### src/rtl/vga_timing_gen_if.sv
// Pin bundle for the VGA timing generator: line-buffer read port, receive-side sync, video out.
// Latency: none (wires only).
// Backpressure: none; master drives video and address every pixel clock, slave never stalls.
interface vga_timing_gen_if #(
    parameter int ADDR_W = 14,
    parameter int DATA_W = 8
);
    logic [ADDR_W-1:0] bram_addr;
    logic [DATA_W-1:0] bram_dout;
    logic              vga_sync;
    logic              vga_sync_en;
    logic [1:0]        mode;
    logic [DATA_W-1:0] vga_r;
    logic [DATA_W-1:0] vga_g;
    logic [DATA_W-1:0] vga_b;
    logic              vga_hs;
    logic              vga_vs;
    logic              vga_visible;
    logic              frame_start;
    logic              locked;

    // Generator side
    modport master (
        output bram_addr,
        input  bram_dout,
        input  vga_sync,
        input  vga_sync_en,
        input  mode,
        output vga_r,
        output vga_g,
        output vga_b,
        output vga_hs,
        output vga_vs,
        output vga_visible,
        output frame_start,
        output locked
    );

    // Line buffer, receive side and display side
    modport slave (
        input  bram_addr,
        output bram_dout,
        output vga_sync,
        output vga_sync_en,
        output mode,
        input  vga_r,
        input  vga_g,
        input  vga_b,
        input  vga_hs,
        input  vga_vs,
        input  vga_visible,
        input  frame_start,
        input  locked
    );
endinterface

### src/rtl/vga_timing_gen.sv
// VGA raster timing with line-buffer fetch, test patterns and lock to a receive-side frame pulse.
// Latency: every video output lags the h/v counters by RD_LAT+2 pixel clocks.
// Backpressure: none; free-running pixel stream, the line buffer is read unconditionally.
module vga_timing_gen #(
    parameter int H_ACTIVE = 640,
    parameter int H_FP     = 16,
    parameter int H_SYNC   = 96,
    parameter int H_BP     = 48,
    parameter int V_ACTIVE = 480,
    parameter int V_FP     = 10,
    parameter int V_SYNC   = 2,
    parameter int V_BP     = 33,
    parameter bit HS_POL   = 1'b0,
    parameter bit VS_POL   = 1'b0,
    parameter int ADDR_W   = 14,
    parameter int DATA_W   = 8,
    parameter int RD_LAT   = 1
) (
    input  logic             clk,
    input  logic             rst_n,
    vga_timing_gen_if.master bus
);
    localparam int H_TOTAL = H_ACTIVE + H_FP + H_SYNC + H_BP;
    localparam int V_TOTAL = V_ACTIVE + V_FP + V_SYNC + V_BP;
    // At least 5 bits so the grid pattern can always look at [4:0]
    localparam int H_W = ($clog2(H_TOTAL + 1) < 5) ? 5 : $clog2(H_TOTAL + 1);
    localparam int V_W = ($clog2(V_TOTAL + 1) < 5) ? 5 : $clog2(V_TOTAL + 1);
    // Control stages that travel alongside the BRAM read; the colour register is the last stage
    localparam int P = RD_LAT + 1;

    localparam logic [H_W-1:0] H_LAST    = H_W'(H_TOTAL - 1);
    localparam logic [H_W-1:0] H_VIS_END = H_W'(H_ACTIVE);
    localparam logic [H_W-1:0] HS_BEG    = H_W'(H_ACTIVE + H_FP);
    localparam logic [H_W-1:0] HS_END    = H_W'(H_ACTIVE + H_FP + H_SYNC);
    localparam logic [V_W-1:0] V_LAST    = V_W'(V_TOTAL - 1);
    localparam logic [V_W-1:0] V_VIS_END = V_W'(V_ACTIVE);
    localparam logic [V_W-1:0] VS_BEG    = V_W'(V_ACTIVE + V_FP);
    localparam logic [V_W-1:0] VS_END    = V_W'(V_ACTIVE + V_FP + V_SYNC);

    typedef struct packed {
        logic       vis;
        logic       hs;
        logic       vs;
        logic       fs;
        logic       grid;
        logic [2:0] bar;
        logic [1:0] mode;
    } ctl_t;

    localparam ctl_t CTL_IDLE = '{vis: 1'b0, hs: ~HS_POL, vs: ~VS_POL, fs: 1'b0,
                                  grid: 1'b0, bar: 3'd0, mode: 2'd0};

    // First h of colour bar k: smallest h with h*8/H_ACTIVE >= k
    function automatic logic [H_W-1:0] bar_edge(input int k);
        return H_W'((k * H_ACTIVE + 7) / 8);
    endfunction

    logic [H_W-1:0] h;
    logic [V_W-1:0] v;
    logic           sync_hit;
    logic           h_end;
    logic           at_end;
    logic           frame_top;
    logic [1:0]     missed;
    logic           locked_q;
    logic [1:0]     mode_q;
    logic [1:0]     mode_cur;
    ctl_t           cur;
    ctl_t           pipe [P];
    ctl_t           tail;
    logic [DATA_W-1:0] r_nxt;
    logic [DATA_W-1:0] g_nxt;
    logic [DATA_W-1:0] b_nxt;

    assign sync_hit  = bus.vga_sync_en & bus.vga_sync;
    assign h_end     = (h == H_LAST);
    assign at_end    = h_end && (v == V_LAST);
    assign frame_top = (h == '0) && (v == '0);
    // Mode only changes at the frame origin, so pixel (0,0) already sees the new value
    assign mode_cur  = frame_top ? bus.mode : mode_q;
    assign tail      = pipe[P-1];
    assign bus.locked = locked_q;

    // Raster counters; an enabled sync pulse reloads the origin over the normal advance
    always_ff @(posedge clk or negedge rst_n) begin
        if (!rst_n) begin
            h <= '0;
            v <= '0;
        end else if (sync_hit) begin
            h <= '0;
            v <= '0;
        end else if (h_end) begin
            h <= '0;
            v <= (v == V_LAST) ? '0 : v + 1'b1;
        end else begin
            h <= h + 1'b1;
        end
    end

    // Lock tracking: aligned pulse lands exactly on the natural wrap; two pulse-less wraps drop lock
    always_ff @(posedge clk or negedge rst_n) begin
        if (!rst_n) begin
            missed   <= 2'd0;
            locked_q <= 1'b0;
        end else begin
            if (sync_hit)
                missed <= 2'd0;
            else if (at_end && (missed != 2'd2))
                missed <= missed + 2'd1;

            if (!bus.vga_sync_en)
                locked_q <= 1'b0;
            else if (sync_hit)
                locked_q <= at_end;
            else if (at_end && (missed != 2'd0))
                locked_q <= 1'b0;
        end
    end

    // Hold the pattern selection for the rest of the frame
    always_ff @(posedge clk or negedge rst_n) begin
        if (!rst_n) mode_q <= 2'd0;
        else        mode_q <= mode_cur;
    end

    // Decode region, pattern inputs and frame marker from the current counters
    always_comb begin
        cur      = CTL_IDLE;
        cur.vis  = (h < H_VIS_END) && (v < V_VIS_END);
        cur.hs   = ((h >= HS_BEG) && (h < HS_END)) ? HS_POL : ~HS_POL;
        cur.vs   = ((v >= VS_BEG) && (v < VS_END)) ? VS_POL : ~VS_POL;
        cur.fs   = frame_top;
        cur.grid = (h[4:0] == 5'd0) || (v[4:0] == 5'd0);
        cur.mode = mode_cur;
        for (int k = 1; k < 8; k++) begin
            if (h >= bar_edge(k)) cur.bar = cur.bar + 3'd1;
        end
    end

    // Issue the line-buffer read and carry control beside it; sync reload never flushes this
    always_ff @(posedge clk or negedge rst_n) begin
        if (!rst_n) begin
            for (int i = 0; i < P; i++) pipe[i] <= CTL_IDLE;
            bus.bram_addr <= '0;
        end else begin
            pipe[0] <= cur;
            for (int i = 1; i < P; i++) pipe[i] <= pipe[i-1];
            bus.bram_addr <= cur.vis ? ADDR_W'(h) : '0;
        end
    end

    // Pixel source select; blanking forces black whatever the mode
    always_comb begin
        r_nxt = '0;
        g_nxt = '0;
        b_nxt = '0;
        if (tail.vis) begin
            case (tail.mode)
                2'd0: begin
                    r_nxt = bus.bram_dout;
                    g_nxt = bus.bram_dout;
                    b_nxt = bus.bram_dout;
                end
                2'd1: begin
                    // white, yellow, cyan, green, magenta, red, blue, black
                    r_nxt = {DATA_W{~tail.bar[1]}};
                    g_nxt = {DATA_W{~tail.bar[2]}};
                    b_nxt = {DATA_W{~tail.bar[0]}};
                end
                2'd2: begin
                    r_nxt = {DATA_W{tail.grid}};
                    g_nxt = {DATA_W{tail.grid}};
                    b_nxt = {DATA_W{tail.grid}};
                end
                default: g_nxt = '1;
            endcase
        end
    end

    // Output register: colour and the delayed syncs leave together
    always_ff @(posedge clk or negedge rst_n) begin
        if (!rst_n) begin
            bus.vga_r       <= '0;
            bus.vga_g       <= '0;
            bus.vga_b       <= '0;
            bus.vga_hs      <= ~HS_POL;
            bus.vga_vs      <= ~VS_POL;
            bus.vga_visible <= 1'b0;
            bus.frame_start <= 1'b0;
        end else begin
            bus.vga_r       <= r_nxt;
            bus.vga_g       <= g_nxt;
            bus.vga_b       <= b_nxt;
            bus.vga_hs      <= tail.hs;
            bus.vga_vs      <= tail.vs;
            bus.vga_visible <= tail.vis;
            bus.frame_start <= tail.fs;
        end
    end
endmodule
### src/flat_wrapper.sv
// flat-port wrapper written by rule: the top's interface ports become plain ports
module vga_timing_gen_flat 
#(
    parameter int H_ACTIVE = 640,
    parameter int H_FP     = 16,
    parameter int H_SYNC   = 96,
    parameter int H_BP     = 48,
    parameter int V_ACTIVE = 480,
    parameter int V_FP     = 10,
    parameter int V_SYNC   = 2,
    parameter int V_BP     = 33,
    parameter bit HS_POL   = 1'b0,
    parameter bit VS_POL   = 1'b0,
    parameter int ADDR_W   = 14,
    parameter int DATA_W   = 8,
    parameter int RD_LAT   = 1
)
  (clk, rst_n, bus_bram_addr, bus_bram_dout, bus_vga_sync, bus_vga_sync_en, bus_mode, bus_vga_r, bus_vga_g, bus_vga_b, bus_vga_hs, bus_vga_vs, bus_vga_visible, bus_frame_start, bus_locked);
  vga_timing_gen_if #(.ADDR_W(ADDR_W), .DATA_W(DATA_W)) bus_i ();
  input  logic clk;
  input  logic rst_n;
  output wire logic [$bits(bus_i.bram_addr)-1:0] bus_bram_addr;
  input wire logic [$bits(bus_i.bram_dout)-1:0] bus_bram_dout;
  input wire logic [$bits(bus_i.vga_sync)-1:0] bus_vga_sync;
  input wire logic [$bits(bus_i.vga_sync_en)-1:0] bus_vga_sync_en;
  input wire logic [$bits(bus_i.mode)-1:0] bus_mode;
  output wire logic [$bits(bus_i.vga_r)-1:0] bus_vga_r;
  output wire logic [$bits(bus_i.vga_g)-1:0] bus_vga_g;
  output wire logic [$bits(bus_i.vga_b)-1:0] bus_vga_b;
  output wire logic [$bits(bus_i.vga_hs)-1:0] bus_vga_hs;
  output wire logic [$bits(bus_i.vga_vs)-1:0] bus_vga_vs;
  output wire logic [$bits(bus_i.vga_visible)-1:0] bus_vga_visible;
  output wire logic [$bits(bus_i.frame_start)-1:0] bus_frame_start;
  output wire logic [$bits(bus_i.locked)-1:0] bus_locked;
  assign bus_bram_addr = bus_i.bram_addr;
  assign bus_i.bram_dout = bus_bram_dout;
  assign bus_i.vga_sync = bus_vga_sync;
  assign bus_i.vga_sync_en = bus_vga_sync_en;
  assign bus_i.mode = bus_mode;
  assign bus_vga_r = bus_i.vga_r;
  assign bus_vga_g = bus_i.vga_g;
  assign bus_vga_b = bus_i.vga_b;
  assign bus_vga_hs = bus_i.vga_hs;
  assign bus_vga_vs = bus_i.vga_vs;
  assign bus_vga_visible = bus_i.vga_visible;
  assign bus_frame_start = bus_i.frame_start;
  assign bus_locked = bus_i.locked;
  vga_timing_gen #(.H_ACTIVE(H_ACTIVE), .H_FP(H_FP), .H_SYNC(H_SYNC), .H_BP(H_BP), .V_ACTIVE(V_ACTIVE), .V_FP(V_FP), .V_SYNC(V_SYNC), .V_BP(V_BP), .HS_POL(HS_POL), .VS_POL(VS_POL), .ADDR_W(ADDR_W), .DATA_W(DATA_W), .RD_LAT(RD_LAT)) u_core (.clk(clk), .rst_n(rst_n), .bus(bus_i));
endmodule
### config.mk
export PLATFORM = sky130hd
export DESIGN_NAME = vga_timing_gen_flat
export DESIGN_NICKNAME = d
export VERILOG_FILES = /design/src/rtl/vga_timing_gen_if.sv /design/src/rtl/vga_timing_gen.sv /design/src/flat_wrapper.sv
export SDC_FILE = /design/constraint.sdc
export NUM_CORES = 1
export LEC_CHECK = 0
export ABC_CLOCK_PERIOD_IN_PS = 3800
export CAP_MARGIN = 40
export CORE_MARGIN = 5
export CORE_UTILIZATION = 49
export CTS_CLUSTER_DIAMETER = 200
export DETAILED_ROUTE_END_ITERATION = 16
export PLACE_DENSITY = 0.73
export SLEW_MARGIN = 5
export SYNTH_ARGS = -nofsm -noshare
export SYNTH_HDL_FRONTEND = slang
export SYNTH_SLANG_ARGS = --single-unit
### constraint.sdc
create_clock -name clk -period 3.8 [get_ports clk]
set_input_delay 0.76 -clock clk [delete_from_list [all_inputs] [get_ports clk]]
set_output_delay 0.76 -clock clk [all_outputs]
set_load 0.01 [all_outputs]
==> out/qor.txt <==
via/cell ratio = 5.25
GP Congestion = 0.921
Clk Latency, worst-skew pair = 350 ps
first-pass GRT wire length = 13,100 microns
ANT nets after route = 0
nets = 433
Die Ht = 97.3 microns
largest net degree at the start of global routing = 53
Fill cells = 573
CP endpoint kind = register
WL per Instance = 15.1 microns
synth warn = 0
Synth Area in Simple Gates = 17.5%
Overall Global Routing Usage = 16.9%
minimum clock period = 3710 ps
Post-Route Skew = 7.54 ps
max capacitance violation total = 0
area fraction in compound gates after synthesis = 13.3%
status = complete, no violations
post-synthesis sequential area ratio = 54.5%
Setup WS pre-CTS = 8.31 ps
Cell Area, Placed = 4380 sq um
Critical Path Fanout Max = 2
Synth area leader = dfrtp_1
global route total overflow = 0
Hold-fix buffers, CTS = 0
Setup Viol. Count Final = 0
post-synthesis mux area share = 1.71%
post-synthesis xor/xnor area fraction = 4.22%
Lkg Pwr = 0.00211 uW
Rows = 31
CTS Buf Count = 9
placed cell count = 491
Area growth, synth to finish = 26.1%
Worst-path clk slew = 90 ps
Post-synth top cells = 75 x dfrtp_1, 35 x nor2_1, 29 x o21ai_0
vias in the first global route = 2,679
starting density of the core = 51.0%
Slew Viols, Final = 0
Worst-Margin Slew = 548 ps
antenna violations before repair = 0
peak supply drop = 0.290 mV
post-route insts no fill = 510
final worst slack = 93.3 ps
worst hold slack = 331 ps
Top FF cell, synth = dfrtp_1
critical path type = reg -> reg
CP required = 4060 ps
core area = 7330 sq um
synth top area cells = dfrtp_1 50%, ha_1 4.4%, dfstp_2 4.2%
fmax = 0.270 GHz
area fraction of the dominant cell type after synthesis = 50.2%
drt first-iter violations = 101
RSZ-0062 raised after global routing = true
Reg area = 2030 sq um
hold violation total from the final report = 0
Die Width = 97.3 microns
DRT Wirelength = 7700 microns
Worst Setup Start Kind = register
total negative slack = 0 ps
Slew headroom = 63.3%
Arrival @ worst endpoint = 3970 ps
most common cell in the netlist = dfrtp_1
routed via count = 2,675
adder-cell share of the synthesized area = 4.35%
Synth Area per Inst = 10.8 sq um
library cells used by synthesis = 57
design area = 4710 sq um
share of cells above drive strength 1 = 15.3%
register bit total from synthesis = 81
clock root buffer = clkbuf_8
Post-synth EDFFs = 0
asr flop ratio synth = 100%
TritonCTS clock tree = done
dpl hpwl = 5530 microns
Antenna Cells = 0
port buffer count = 52
CTS HTree Levels = 3
Clock Sinks = 81
DRC errors left = 0
multi-input logic area = 1640 sq um
Tcrit/Tclk final = 97.5%
CTS Buffer Depth = 2
mapped cell area = 3740 sq um
hold crit path type = in -> async
die area = 9470 sq um
P per Cell Area = 577 nW/um^2
num ports = 57
Pre-Repair DR Iteration Count = 4
Mapped Cells = 347
largest family of logic cells by synthesized area = simple AND/OR/NAND/NOR gates
[cell type report]
type	count	area share [%]
clock inverter	7	2.26
inverter	13	1.04
multi-input combinational	236	34.8
sequential	81	43.2
tap	99	2.63
clock buffer	9	2.63
timing repair buffer	65	13.5
[through the flow]
step | utilization [%] | power, uW
after floorplan | - | 1610
after global placement | 59.4 | 2000
after detailed placement | 59.8 | 2020
after CTS | 62.9 | 2740
after global routing | 64.2 | 2890
final | 64.2 | 2720
[worst paths after layout]
kind / cells after the start / start / slack, ps / to
min in group clk: 0 / u_core.pipe[13] / 350 / u_core.pipe[3]
worst max register to register: 18 / u_core.h[5] / 90 / u_core.pipe[14]
worst min register to register: 0 / u_core.pipe[13] / 350 / u_core.pipe[3]
max in group asynchronous: 2 / rst_n / 2850 / u_core.pipe[17]
worst min-delay path: 1 / rst_n / 330 / u_core.bus.vga_g[2]
worst max-delay path: 18 / u_core.h[5] / 90 / u_core.pipe[14]
[cell families after synthesis]
logic type / after synthesis
DFF: 81
other: 1
AOI/OAI and AO/OA: 75
buffers and inverters: 33
and+or+nand+nor: 120
xor gates and xnor gates: 18
adders and majority gates: 13
muxes: 6
[metal layers]
layer | wire, microns | track usage [%] | vias to the layer above
met5 | 0 | 0 | -
met4 | 99 | 6.50 | 0
met3 | 362 | 3.80 | 8
met2 | 3760 | 27.1 | 80
met1 | 3480 | 22.5 | 1278
li1 | - | - | 1309
[worst max-delay path, cell delays in order, from the launching register on]
cell and delay [ps]:
dfrtp_1 390, or2_4 250, a211oi_2 240, inv_1 90, ha_2 170, or3_4 380, and2_4 150, ha_4 230
o21a_1 110, o221ai_2 190, and3_1 190, ha_1 230, nor2b_4 130, nand2b_4 160, ha_4 160, o311ai_4 60
xor2_1 200, xnor2_1 150, xnor2_1 140
[where the power goes]
part / total [uW] / switching (uW) / internal [uW]
clock network: 714 / 331 / 383
logic: 823 / 382 / 441
registers: 1180 / 109 / 1070
[layout by cell type (no fill, tap or decap), types with 3 or more instances in the layout]
master and instances:
dfrtp_1 75, mux2_2 3, xnor2_1 8, clkdlybuf4s50_1 51, nand4_1 7, and2_1 10
or2_4 3, and3_1 6, dfstp_2 6, o21a_1 19, conb_1 4, o21ai_0 28
nor2_1 35, nor2b_1 3, nor3_1 5, xor2_1 10, a21oi_1 10, nand3_1 6
nand2_1 23, inv_1 13, inv_6 3, clkbuf_8 9, mux2i_1 3, ha_1 10
buf_4 13
[sequential cells by signal (all words and copies together), names as in the netlist]
name	flops
u_core.pipe	18
u_core.bus.bram_addr	10
u_core.h	10
u_core.v	10
u_core.bus.vga_b	8
u_core.bus.vga_g	8
u_core.bus.vga_r	8
u_core.missed	2
u_core.mode_q	2
u_core.bus.frame_start	1
u_core.bus.locked	1
u_core.bus.vga_hs	1
u_core.bus.vga_visible	1
u_core.bus.vga_vs	1
[what timing repair did]
action	in CTS	in global routing
setup endpoints to repair	1	1
buffers inserted	0	3
pin swaps	2	11
resized for setup	0	14
Power figures use the tool's default switching activity.
